<file path="src/rtl/shreg_seq_ctrl.sv">
// Select sequencer for the mux4 universal shift-register array (HOLD/SHL/SHR/LOAD).
// Optional rotate support: define SHREG_ROTATE_EN to drive ser_src from cmd_rot during shifts.
//
// state   | meaning
// --------+-----------------------------------------------------------
// S_IDLE  | ready for a command, selects hold
// S_LOAD  | parallel-load select for one cycle
// S_SHIFT | shift select active, remaining counts down to 0
// S_DONE  | one-cycle completion pulse, selects hold, not ready
module shreg_seq_ctrl #(
  parameter int WIDTH = 8,
  parameter int CNT_W = 4
) (
  input  logic             i_clk,
  input  logic             i_rst,
  input  logic             i_cmd_valid,
  output logic             o_cmd_ready,
  input  logic [1:0]       i_cmd_op,
  input  logic [CNT_W-1:0] i_cmd_cnt,
  input  logic             i_cmd_rot,
  output logic             o_sel_j1,
  output logic             o_sel_j0,
  output logic             o_ser_src,
  output logic [CNT_W-1:0] o_remaining,
  output logic             o_busy,
  output logic             o_done
);

  localparam logic [1:0]       OP_HOLD = 2'b00;
  localparam logic [1:0]       OP_LOAD = 2'b11;
  localparam logic [CNT_W-1:0] CNT_ONE = CNT_W'(1);
  localparam int               w_unused_width = WIDTH;

  typedef enum logic [1:0] {S_IDLE, S_LOAD, S_SHIFT, S_DONE} state_t;

  state_t           r_state, w_state_nxt;
  logic [CNT_W-1:0] r_remaining, w_rem_nxt;
  logic             r_dir, w_dir_nxt;  // 1 = shift right
  logic             r_sel_j1, r_sel_j0, r_ser_src;
  logic             r_busy, r_done, r_cmd_ready;
  logic             w_j1_nxt, w_j0_nxt, w_ser_nxt;
  logic             w_accept;
`ifdef SHREG_ROTATE_EN
  logic             r_rot, w_rot_nxt;
`else
  logic             w_unused_rot;
  assign w_unused_rot = i_cmd_rot;
`endif

  always_comb begin
    w_state_nxt = r_state;
    w_rem_nxt   = r_remaining;
    w_dir_nxt   = r_dir;
`ifdef SHREG_ROTATE_EN
    w_rot_nxt   = r_rot;
`endif
    w_accept    = i_cmd_valid && r_cmd_ready;
    case (r_state)
      S_IDLE: begin
        if (w_accept) begin
          if (i_cmd_op == OP_LOAD) begin
            w_state_nxt = S_LOAD;
          end else if (i_cmd_op != OP_HOLD && i_cmd_cnt != '0) begin
            w_state_nxt = S_SHIFT;
            w_rem_nxt   = i_cmd_cnt;
            w_dir_nxt   = i_cmd_op[1];
`ifdef SHREG_ROTATE_EN
            w_rot_nxt   = i_cmd_rot;
`endif
          end else begin
            w_state_nxt = S_DONE;
          end
        end
      end
      S_LOAD:  w_state_nxt = S_DONE;
      S_SHIFT: begin
        w_rem_nxt = r_remaining - CNT_ONE;
        if (r_remaining == CNT_ONE) w_state_nxt = S_DONE;
      end
      S_DONE:  w_state_nxt = S_IDLE;
      default: w_state_nxt = S_IDLE;
    endcase

    // Outputs are registered, so they are decoded from the next state.
    w_j1_nxt  = 1'b0;
    w_j0_nxt  = 1'b0;
    w_ser_nxt = 1'b0;
    case (w_state_nxt)
      S_LOAD: begin
        w_j1_nxt = 1'b1;
        w_j0_nxt = 1'b1;
      end
      S_SHIFT: begin
        w_j1_nxt = ~w_dir_nxt;
        w_j0_nxt = w_dir_nxt;
`ifdef SHREG_ROTATE_EN
        w_ser_nxt = w_rot_nxt;
`endif
      end
      default: ;
    endcase
  end

  always_ff @(posedge i_clk) begin
    if (i_rst) begin
      r_state     <= S_IDLE;
      r_remaining <= '0;
      r_dir       <= 1'b0;
`ifdef SHREG_ROTATE_EN
      r_rot       <= 1'b0;
`endif
      r_sel_j1    <= 1'b0;
      r_sel_j0    <= 1'b0;
      r_ser_src   <= 1'b0;
      r_busy      <= 1'b0;
      r_done      <= 1'b0;
      r_cmd_ready <= 1'b1;
    end else begin
      r_state     <= w_state_nxt;
      r_remaining <= w_rem_nxt;
      r_dir       <= w_dir_nxt;
`ifdef SHREG_ROTATE_EN
      r_rot       <= w_rot_nxt;
`endif
      r_sel_j1    <= w_j1_nxt;
      r_sel_j0    <= w_j0_nxt;
      r_ser_src   <= w_ser_nxt;
      r_busy      <= (w_state_nxt != S_IDLE);
      r_done      <= (w_state_nxt == S_DONE);
      r_cmd_ready <= (w_state_nxt == S_IDLE);
    end
  end

  assign o_sel_j1    = r_sel_j1;
  assign o_sel_j0    = r_sel_j0;
  assign o_ser_src   = r_ser_src;
  assign o_remaining = r_remaining;
  assign o_busy      = r_busy;
  assign o_done      = r_done;
  assign o_cmd_ready = r_cmd_ready;

endmodule

</file>
<file path="config.mk">
export PLATFORM = sky130hd
export DESIGN_NAME = shreg_seq_ctrl
export DESIGN_NICKNAME = d
export VERILOG_FILES = /design/src/rtl/shreg_seq_ctrl.sv
export SDC_FILE = /design/constraint.sdc
export NUM_CORES = 1
export LEC_CHECK = 0
export CAP_MARGIN = 20
export CELL_PAD_IN_SITES_DETAIL_PLACEMENT = 0
export CELL_PAD_IN_SITES_GLOBAL_PLACEMENT = 1
export CORE_MARGIN = 4
export CORE_UTILIZATION = 39
export CTS_BUF_LIST = sky130_fd_sc_hd__clkbuf_8
export DETAILED_ROUTE_END_ITERATION = 6
export PLACE_DENSITY_LB_ADDON = 0.1
export SLEW_MARGIN = 10
export SYNTH_ARGS = -nofsm -noshare
export SYNTH_HDL_FRONTEND = slang
export SYNTH_SLANG_ARGS = --single-unit
</file>
<file path="constraint.sdc">
create_clock -name i_clk -period 7.3 [get_ports i_clk]
set_input_delay 1.825 -clock i_clk [delete_from_list [all_inputs] [get_ports i_clk]]
set_output_delay 1.825 -clock i_clk [all_outputs]
set_load 0.03 [all_outputs]
</file>
* Yosys cells after proc, flatten, opt, wreduce, memory -nomap -nowiden
Cells that the tools add are included. Widths: inputs -> output; s select.
Storage, ports and cells: bits in writable memories 0, logic and storage cells 45, output and inout port bits 10, bits in registers 12, bits in read-only memories 0, latch bits 0, bits of input ports 10, memories kept 0
Cells by class: reductions and logical operators 9, add/sub/neg operators 1, magnitude comparators 0, multiply operators 0, shift operators 0, divide/modulo/power cells 0, bitwise operators 1, muxes and demuxes 15, eq/ne operators 11
Operators with widths (count):
- $mux 4 | 3
- $eq 2x2->1 const B | 5
- $pmux 2 s4 | 1
- $pmux 4 s2 | 1
- $mux 2 | 3
- $ne 2x2->1 const B | 3
- $reduce_bool 2->1 | 3
- $mux 1 | 5
- $eq 2x1->1 const B | 2
- $eq 4x1->1 const B | 1
- $logic_not 2->1 | 2
- $pmux 1 s2 | 2
- $reduce_and 4->1 | 1
- $reduce_bool 4->1 | 1
- $sub 4x1->4 const B | 1
- $logic_and 1x1->1 | 2
- $not 1->1 | 1

* Longest topological paths before layout
Gate-level depths: netlist of run 1.
word-level depth 8, mapped depth 10, gate-level depth less buffers 10

* Worst setup path after synthesis of run 1
No wires, ideal clock.
kind input-to-reg, start in i_cmd_cnt[2], end reg r_sel_j0, in the netlist o_sel_j0, buffers on the path 0, setup time 0.080 ns, slack 3.762 ns, data arrival time 3.458 ns, required time 7.220 ns, stages 7, cells stage by stage or4_4 a31oi_1 o21a_1 ha_1 nor2_1 nand3_1 o211ai_1
Between the ends: longest elaborated chain between the ends 8
Ends and longest elaborated chain:
- start: declaration | line 19 | input logic [CNT_W-1:0] i_cmd_cnt,
- $reduce_bool 4->1 (*) | line 63 | end else if (i_cmd_op != OP_HOLD && i_cmd_cnt != '0) begin
- $logic_and 1x1->1 (*) | line 63
- $mux 1 (*) | line 63
- $mux 2 (*) | line 61 | if (i_cmd_op == OP_LOAD) begin
- $mux 2 (*) | line 60 | if (w_accept) begin
- $pmux 2 s4 (*) | line 58 | case (r_state)
- via w_state_nxt[0] | line 36 | state_t r_state, w_state_nxt;
- $eq 2x2->1 or $eq 2x1->1 (tied branches) | line 88 | case (w_state_nxt)
- $pmux 1 s2 (*) | line 88
- end signal: assignment | line 126 | r_sel_j0 <= w_j0_nxt;
- end: declaration | line 39 | logic r_sel_j1, r_sel_j0, r_ser_src;
The timed path passes the listed nets; every way through them passes the cells marked *. A chain may end at the register's enable or synchronous reset.

* Worst setup path after layout of run 1
start in i_cmd_cnt[2], end reg r_sel_j1, in the netlist o_sel_j1
Between the ends: longest elaborated chain between the ends 8
Ends and longest elaborated chain:
- $reduce_bool 4->1 (*) | line 63
- $logic_and 1x1->1 (*) | line 63
- $mux 1 (*) | line 63
- $mux 2 (*) | line 61
- $mux 2 (*) | line 60
- $pmux 2 s4 (*) | line 58
- via w_state_nxt[0] | line 36
- $eq 2x2->1 or $eq 2x1->1 (tied branches) | line 88
- $pmux 1 s2 (*) | line 88
- end signal: assignment | line 125 | r_sel_j1 <= w_j1_nxt;
- end: declaration | line 39
Marked as above.

==> flow_metrics.tcl, run 1 <==
set metrics [dict create \
    status "completed" \
    max_freq_ghz 0.254 \
    cts_tree "done" \
    reg2reg_slack_ns 5.16 \
    dp.cells 133 \
    synth_cells 93 \
    p_total_mw 0.414 \
    worstSetupEndpointType "register" \
    synth_edf_count 0 \
    vias 678 \
    hp-start "o_remaining[3]$_SDFFE_PP0P_" \
    fin_tns_setup_ns 0 \
    cp_max_fo 5 \
    grt_max_degree 11 \
    finClkSkew_ns 0.00221 \
    synth_ff_type "dfxtp_1" \
    reg2reg_depth 9 \
    hpwl_microns 1280 \
    hold_slack_ns 0.495 \
    rsz0062_at_grt "no" \
    clockBufferDepth 2 \
    hp-class "register to register" \
    p_leak_nw 0.442 \
    antenna_cells 0 \
    post_cts_resized 0 \
    whs_path_depth 2 \
    synth_seq_area_share_pct 30.0 \
    ir_worst_vdd_v 0.000165 \
    yosysWarnings 0 \
    first_global_vias 686 \
    dr.pass1.iters 4 \
    maxSlewViolCount 0 \
    grt_pass1_wl_microns 2850 \
    worstSetupStartpointType "input pin" \
    p_per_area_nw_per_um2 397 \
    start_util_pct 40.8 \
    io_buffers 17 \
    post-route-drc-count 0 \
    grt_usage_pct 13.7 \
    r2r_end "o_sel_j1$_SDFF_PP0_" \
    tightest_slew_ns 0.515 \
    viasPerCell 4.95 \
    synth.distinct_cells 31 \
    synth-seq-cells 12 \
    netlist_area_sq_um 801 \
    ios 20 \
    path_class "input pin to register" \
    period_minus_slack_ns 3.94 \
    cp.required_ns 7.46 \
    clock_latency_ns 0.24 \
    syn_nets 113 \
    fin_cells 137 \
    cts.htree.levels 1 \
    min_to "o_remaining[3]$_SDFFE_PP0P_" \
    avgSynthCellArea_sq_um 8.61 \
    max_cap_violations 0 \
    area_growth_pct 30.0 \
    finalSetupViolCount 0 \
    drive_above_1_share_pct 8.18 \
    ctsHoldBuffers 0 \
    drt-total-wl_microns 1650 \
    cp.arrival_ns 4.10 \
    place.gp.congestion 0.756 \
    cts_setup_buffers 0 \
    cts_made_buffers 3 \
    clkTransAtPathRegs_ns 0.06 \
    async_flop_share_pct 0 \
    fp.dieArea_sq_um 2840 \
    crit_chain "clkdlybuf4s50_1 > or4_4 > a31oi_1 > o21a_1 > ha_1 > nor2_1 > nand3b_1 > o211ai_1" \
    period_share_pct 54.0 \
    hold_violations 0 \
    cpMaxStageDelayCell "or4_4" \
    wl_per_cell_microns 12.0 \
    antenna_found_initial 0 \
    die_h_microns 53.3 \
    clkSinkCount 12 \
    critical-path-max-stage-delay_ns 0.59 \
    overflow 0 \
    fillers 206 \
    first_iter_violations 9 \
    max-slew-margin-rel_pct 65.5 \
    root_buffer "clkbuf_8" \
    layout.nets 131 \
    drtAntennaViolNets 0 \
    core_sq_um 1960 \
    r2r-start "r_state[0]$_SDFF_PP0_" \
    die_w_microns 53.3 \
    core.rowCount 16 \
]
==> layer usage <==
metal	global-route usage, %	wire length [microns]	vias to the layer above
met5	0	0	-
met4	5.11	8	0
met3	2.82	87	2
met2	22.4	752	19
met1	17.3	798	306
li1	-	-	351
==> flip-flops by register name (all words and copies together) (netlist names) <==
| name | count |
|---|---|
| o_remaining | 4 |
| r_dir | 1 |
| o_busy | 1 |
| r_state | 2 |
| o_sel_j0 | 1 |
| o_cmd_ready | 1 |
| o_done | 1 |
| o_sel_j1 | 1 |
==> logic make-up after synthesis <==
kind of cell	Yosys count	synth area share [%]
flops	12	30.0
compound gates	20	19.8
other cells	1	0.468
mux	4	5.00
buf+inv	17	8.44
fa+ha+maj	10	15.6
xor+xnor	1	1.09
simple gates	28	19.5
==> worst max-delay path, delay by kind of cell <==
kind / cells / cell delay [ns]
adder cells (fa/ha/maj): 1 / 0.23
buffers and inverters: 1 / 0.43
AND/OR/NAND/NOR: 3 / 0.96
AO/OA/AOI/OAI: 3 / 0.64
==> area by class of cell <==
type                    count  area, sq um  share of cell area, %
repair buffers             17          170                   16.3
inverters                  13         48.8                   4.69
multi-input cells          64          493                   47.4
well taps                  27         33.8                   3.25
clock buffers               4         55.1                   5.29
flip-flops and latches     12          240                   23.1
==> stage by stage <==
| step | instance area, sq um | setup WS (ns) | utilization [%] |
|---|---|---|---|
| 4_1_cts | 1040 | 3.35 | 53.1 |
| 5_1_grt | 1040 | 3.09 | 53.1 |
| 2_1_floorplan | 801 | 3.76 | - |
| 3_3_place_gp | 986 | 3.13 | 50.3 |
| 6_report | 1040 | 3.36 | 53.1 |
| 3_5_place_dp | 986 | 3.12 | 50.3 |
==> how the worst max path moves through the flow <==
stage                             from             endpoint  slack (ns)  cells after the start
after detailed placement  i_cmd_cnt[0]  o_sel_j1$_SDFF_PP0_        3.12                      8
after CTS                 i_cmd_cnt[0]  o_sel_j1$_SDFF_PP0_        3.35                      8
after floorplan           i_cmd_cnt[2]  o_sel_j0$_SDFF_PP0_        3.76                      7
after global placement    i_cmd_cnt[0]  o_sel_j0$_SDFF_PP0_        3.13                      8
final                     i_cmd_cnt[2]  o_sel_j1$_SDFF_PP0_        3.36                      8
after global routing       i_cmd_op[1]  o_sel_j1$_SDFF_PP0_        3.09                      8
==> power breakdown <==
group	switching, mW	internal (mW)
clock	0.0260	0.0477
sequential	0.0145	0.0879
combinational	0.138	0.0991
total	0.179	0.235
==> cell usage in the layout, fill, tap and decap left out, drive strengths merged, types with 4 or more instances in the layout <==
cell / n
clkbuf: 4
a21oi: 4
inv: 13
nor2: 7
a31oi: 4
ha: 10
clkdlybuf4s50: 17
dfxtp: 12
nand2: 4
mux2i: 4
==> cell usage after synthesis (2+ instances only) <==
master    count  area [sq um]
nand2_1       4          15.0
clkbuf_1      3          11.3
o21ai_0       3          15.0
nor2b_1       3          18.8
inv_1        13          48.8
nand4_1       2          12.5
o32ai_1       2          17.5
mux2i_1       4          40.0
ha_1         10           125
nor2_1        7          26.3
o211ai_1      2          15.0
a31oi_1       4          25.0
or2_2         2          12.5
nand3_1       3          15.0
dfxtp_1      12           240
a21oi_1       4          20.0
Note: power is estimated with default switching activity, not from simulation.
==> run 2: changes to the inputs <==
- CORE_UTILIZATION: 39 -> 33
- clock period: 7.3 -> 3.46 ns (I/O delays scaled with it)
==> flow_metrics.tcl, run 2 (synthesis gave the netlist of run 1 again) <==
set metrics [dict create \
    status "completed" \
    max_cap_violations 0 \
    hold_violations 0 \
    cp.arrival_ns 3.14 \
    cpMaxStageDelayCell "or4_4" \
    first_iter_violations 6 \
    antenna_found_initial 0 \
    maxSlewViolCount 0 \
    final_cell_mix "17 x clkdlybuf4s50_1, 13 x inv_1, 12 x dfxtp_1" \
    start_util_pct 35.5 \
    reg2reg_slack_ns 1.32 \
    grt_usage_pct 12.1 \
    finClkSkew_ns 0.00188 \
    finalSetupViolCount 0 \
    cts_tree "done" \
    p_leak_nw 0.444 \
    drt-total-wl_microns 1710 \
    setup_slack_ns 0.485 \
    pwr-share-clk_pct 15.1 \
    worstSetupEndpointType "register" \
    fillers 243 \
    core_sq_um 2250 \
    grt_max_degree 11 \
    final_common_cell "clkdlybuf4s50_1" \
    cp_max_fo 5 \
    p_int_mw 0.485 \
    root_buffer "clkbuf_8" \
    hp-class "register to register" \
    cp.required_ns 3.62 \
    pre_cts_slack_ns 0.247 \
    max_freq_ghz 0.336 \
    path_class "input pin to register" \
    critical-path-max-stage-delay_ns 0.59 \
    place.gp.congestion 0.705 \
    drtAntennaViolNets 0 \
    pwr-share-comb_pct 59.9 \
    layout.nets 133 \
    clkTransAtPathRegs_ns 0.05 \
    ios 20 \
    die_w_microns 57.3 \
    io_buffers 17 \
    crit_chain "clkdlybuf4s50_1 > or4_4 > a31oi_1 > o21a_1 > ha_1 > nor2_1 > nand3_1 > o211ai_1" \
    switching_share_pct 44.0 \
    ir_worst_vdd_v 0.000339 \
    rsz0062_at_grt "no" \
    grt_pass1_wl_microns 3050 \
    area_growth_pct 30.3 \
    cts_setup_buffers 0 \
    largest_register_ffs 4 \
    cts_made_buffers 3 \
    drive_above_1_share_pct 9.01 \
    power.switching_mw 0.381 \
    hold_slack_ns 0.503 \
    hpwl_microns 1340 \
    post_cts_resized 0 \
    place_area_sq_um 1000 \
    power_frac_seq_pct 25.0 \
    clkSinkCount 12 \
    core.rowCount 17 \
    post-route-drc-count 0 \
    antenna_cells 0 \
    overflow 0 \
    first_global_vias 705 \
    cts.htree.levels 1 \
    clockBufferDepth 2 \
    ctsHoldBuffers 0 \
    vias 703 \
    dr.pass1.iters 4 \
    worstSetupStartpointType "input pin" \
    period_share_pct 86.0 \
    viasPerCell 5.06 \
    clock_latency_ns 0.24 \
    fp.dieArea_sq_um 3280 \
    fin_tns_setup_ns 0 \
    utilization_pct 46.3 \
    design_area_sq_um 1040 \
    p_per_area_nw_per_um2 830 \
    period_minus_slack_ns 2.98 \
    die_h_microns 57.3 \
    wl_per_cell_microns 12.3 \
]
==> run 2: final timing paths <==
path,startpoint,to,cells past startpoint
setup / recovery,i_cmd_cnt[2],o_sel_j0$_SDFF_PP0_,8
hold reg to reg,o_remaining[3]$_SDFFE_PP0P_,o_remaining[3]$_SDFFE_PP0P_,2
setup reg to reg,r_state[0]$_SDFF_PP0_,o_sel_j0$_SDFF_PP0_,9
hold / removal,o_remaining[3]$_SDFFE_PP0P_,o_remaining[3]$_SDFFE_PP0P_,2
==> run 2: worst max-delay path: cells and delay by family <==
family,cells,cell delay [ns]
buffers and inverters,1,0.43
AOI/OAI and AO/OA,3,0.64
and+or+nand+nor,3,0.96
adders and majority gates,1,0.23
==> run 2: layout make-up <==
type / count / area (sq um) / share of cell area [%]
multi-input combinational: 64 / 493 / 47.2
inverter: 13 / 48.8 / 4.68
sequential: 12 / 240 / 23.0
clock buffer: 3 / 41.3 / 3.96
tap: 28 / 35.0 / 3.36
timing repair buffer: 19 / 185 / 17.7
==> run 2: routing by layer <==
metal / global-route usage [%] / vias to the layer above / wire length [microns]
li1: - / 356 / -
met1: 14.4 / 323 / 780
met5: 0 / - / 0
met3: 3.62 / 5 / 102
met2: 19.2 / 19 / 779
met4: 6.95 / 0 / 42
==> run 2: power by group through the flow <==
| stage | Clock (mW) | Combinational (mW) | Sequential [mW] |
|---|---|---|---|
| floorplan | 0 | 0.292 | 0.286 |
| finish | 0.130 | 0.519 | 0.217 |
| global route | 0.141 | 0.584 | 0.224 |
| global placement | 0 | 0.512 | 0.217 |
| detailed placement | 0 | 0.523 | 0.219 |
| CTS | 0.135 | 0.526 | 0.216 |
==> run 2: per-stage QoR <==
| step | total power, mW | cells |
|---|---|---|
| after floorplan | 0.579 | 93 |
| after global placement | 0.730 | 136 |
| after detailed placement | 0.741 | 136 |
| after CTS | 0.877 | 139 |
| after global routing | 0.949 | 139 |
| final | 0.866 | 139 |
==> run 3: changes to the inputs <==
- CORE_UTILIZATION: 33 -> 39
- clock period: 3.46 -> 3.86 ns (I/O delays scaled with it)
==> flow_metrics.tcl, run 3 (synthesis gave the netlist of run 1 again) <==
set metrics [dict create \
    period_minus_slack_ns 3.06 \
    fillers 220 \
    path_class "input pin to register" \
    hpwl_microns 1300 \
    hold_violations 0 \
    cts_tree "done" \
    cp.arrival_ns 3.22 \
    wl_per_cell_microns 12.0 \
    worstSetupStartpointType "input pin" \
    cpMaxStageDelayCell "or4_4" \
    clockBufferDepth 2 \
    pwr-share-clk_pct 15.0 \
    pwr-share-comb_pct 59.4 \
    rsz0062_at_grt "no" \
    fp.dieArea_sq_um 2840 \
    place.gp.congestion 0.742 \
    cp.required_ns 4.02 \
    die_w_microns 53.3 \
    first_global_vias 683 \
    post-route-drc-count 0 \
    drive_above_1_share_pct 8.18 \
    max_cap_violations 0 \
    hp-start "o_remaining[3]$_SDFFE_PP0P_" \
    p_total_mw 0.761 \
    cp_max_fo 5 \
    p_per_area_nw_per_um2 735 \
    area_growth_pct 29.2 \
    maxSlewViolCount 0 \
    start_util_pct 40.8 \
    regArea_sq_um 240 \
    ir_worst_vdd_v 0.000337 \
    critical-path-max-stage-delay_ns 0.57 \
    cts_made_buffers 3 \
    clkTransAtPathRegs_ns 0.05 \
    r2r-start "r_state[0]$_SDFF_PP0_" \
    max_freq_ghz 0.327 \
    p_int_mw 0.425 \
    ios 20 \
    worstSetupEndpointType "register" \
    antenna_cells 0 \
    grt_pass1_wl_microns 2810 \
    fin_tns_setup_ns 0 \
    multi_input_area_sq_um 493 \
    dr.pass1.iters 4 \
    power.switching_mw 0.336 \
    period_share_pct 79.3 \
    grt_usage_pct 13.6 \
    io_buffers 17 \
    ctsHoldBuffers 0 \
    whs_path_depth 2 \
    post_cts_resized 0 \
    p_leak_nw 0.440 \
    vias 701 \
    first_iter_violations 10 \
    min_to "o_remaining[3]$_SDFFE_PP0P_" \
    largest_register_ffs 4 \
    status "completed" \
    power_frac_seq_pct 25.5 \
    overflow 0 \
    switching_share_pct 44.1 \
    antenna_found_initial 0 \
    cts.htree.levels 1 \
    layout.nets 132 \
    drtAntennaViolNets 0 \
    crit_chain "clkdlybuf4s50_1 > or4_4 > a31oi_1 > o21a_1 > ha_1 > nor2_1 > nand3b_1 > o211ai_1" \
    reg2reg_depth 9 \
    r2r_end "o_sel_j1$_SDFF_PP0_" \
    viasPerCell 5.12 \
    place_area_sq_um 993 \
    final_common_cell "clkdlybuf4s50_1" \
    core_sq_um 1960 \
    finClkSkew_ns 0.000654 \
    root_buffer "clkbuf_8" \
    clock_latency_ns 0.24 \
    hp-class "register to register" \
    final_cell_mix "17 x clkdlybuf4s50_1, 13 x inv_1, 12 x dfxtp_1" \
    core.rowCount 16 \
    grt_max_degree 11 \
    die_h_microns 53.3 \
    drt-total-wl_microns 1640 \
    reg2reg_slack_ns 1.73 \
    finalSetupViolCount 0 \
    cts_setup_buffers 0 \
    design_area_sq_um 1030 \
    clkSinkCount 12 \
]
[run 3: changes by cell type in the layout (fill, tap and decap cells not counted), sizes merged]
cell  change
buf       -1
[run 3: area by class of cell]
class	count	share of cell area (%)
repair buffers	18	17.2
inverters	13	4.72
clock buffers	3	3.99
multi-input cells	64	47.6
flip-flops and latches	12	23.2
well taps	27	3.26
[run 3: per-layer routing]
layer / wire length, microns / GRT usage [%]
met1: 756 / 15.8
met5: 0 / 0
met4: 7 / 7.66
met2: 803 / 22.9
met3: 76 / 2.82
[run 3: through the flow]
step / hold WS (ns) / utilization [%] / setup WS, ns / instances
floorplan: 0.478 / - / 1.18 / 93
global placement: 0.487 / 50.6 / 0.561 / 134
detailed placement: 0.497 / 50.6 / 0.550 / 134
CTS: 0.508 / 52.7 / 0.799 / 137
global route: 0.551 / 52.7 / 0.626 / 137
finish: 0.503 / 52.7 / 0.800 / 137
[run 3: worst max path at each step]
stage,startpoint,end,slack (ns)
3_3_place_gp,i_cmd_cnt[0],o_sel_j0$_SDFF_PP0_,0.56
4_1_cts,i_cmd_cnt[0],o_sel_j1$_SDFF_PP0_,0.80
5_1_grt,i_cmd_cnt[0],o_sel_j1$_SDFF_PP0_,0.63
2_1_floorplan,i_cmd_cnt[2],o_sel_j0$_SDFF_PP0_,1.18
3_5_place_dp,i_cmd_cnt[0],o_sel_j1$_SDFF_PP0_,0.55
6_report,i_cmd_cnt[0],o_sel_j1$_SDFF_PP0_,0.80
[run 3: power groups by stage]
stage                     clock, mW  sequential [mW]  combinational [mW]
after floorplan                   0            0.257               0.262
after global placement            0            0.195               0.447
after detailed placement          0            0.196               0.456
after CTS                     0.116            0.194               0.458
after global routing          0.122            0.199               0.510
final                         0.114            0.194               0.452
[run 3: worst max-delay path, delay by kind of cell]
kind,cells,cell delay [ns]
and+or+nand+nor,3,0.93
AOI/OAI and AO/OA,3,0.65
adders and majority gates,1,0.23
buffers and inverters,1,0.45
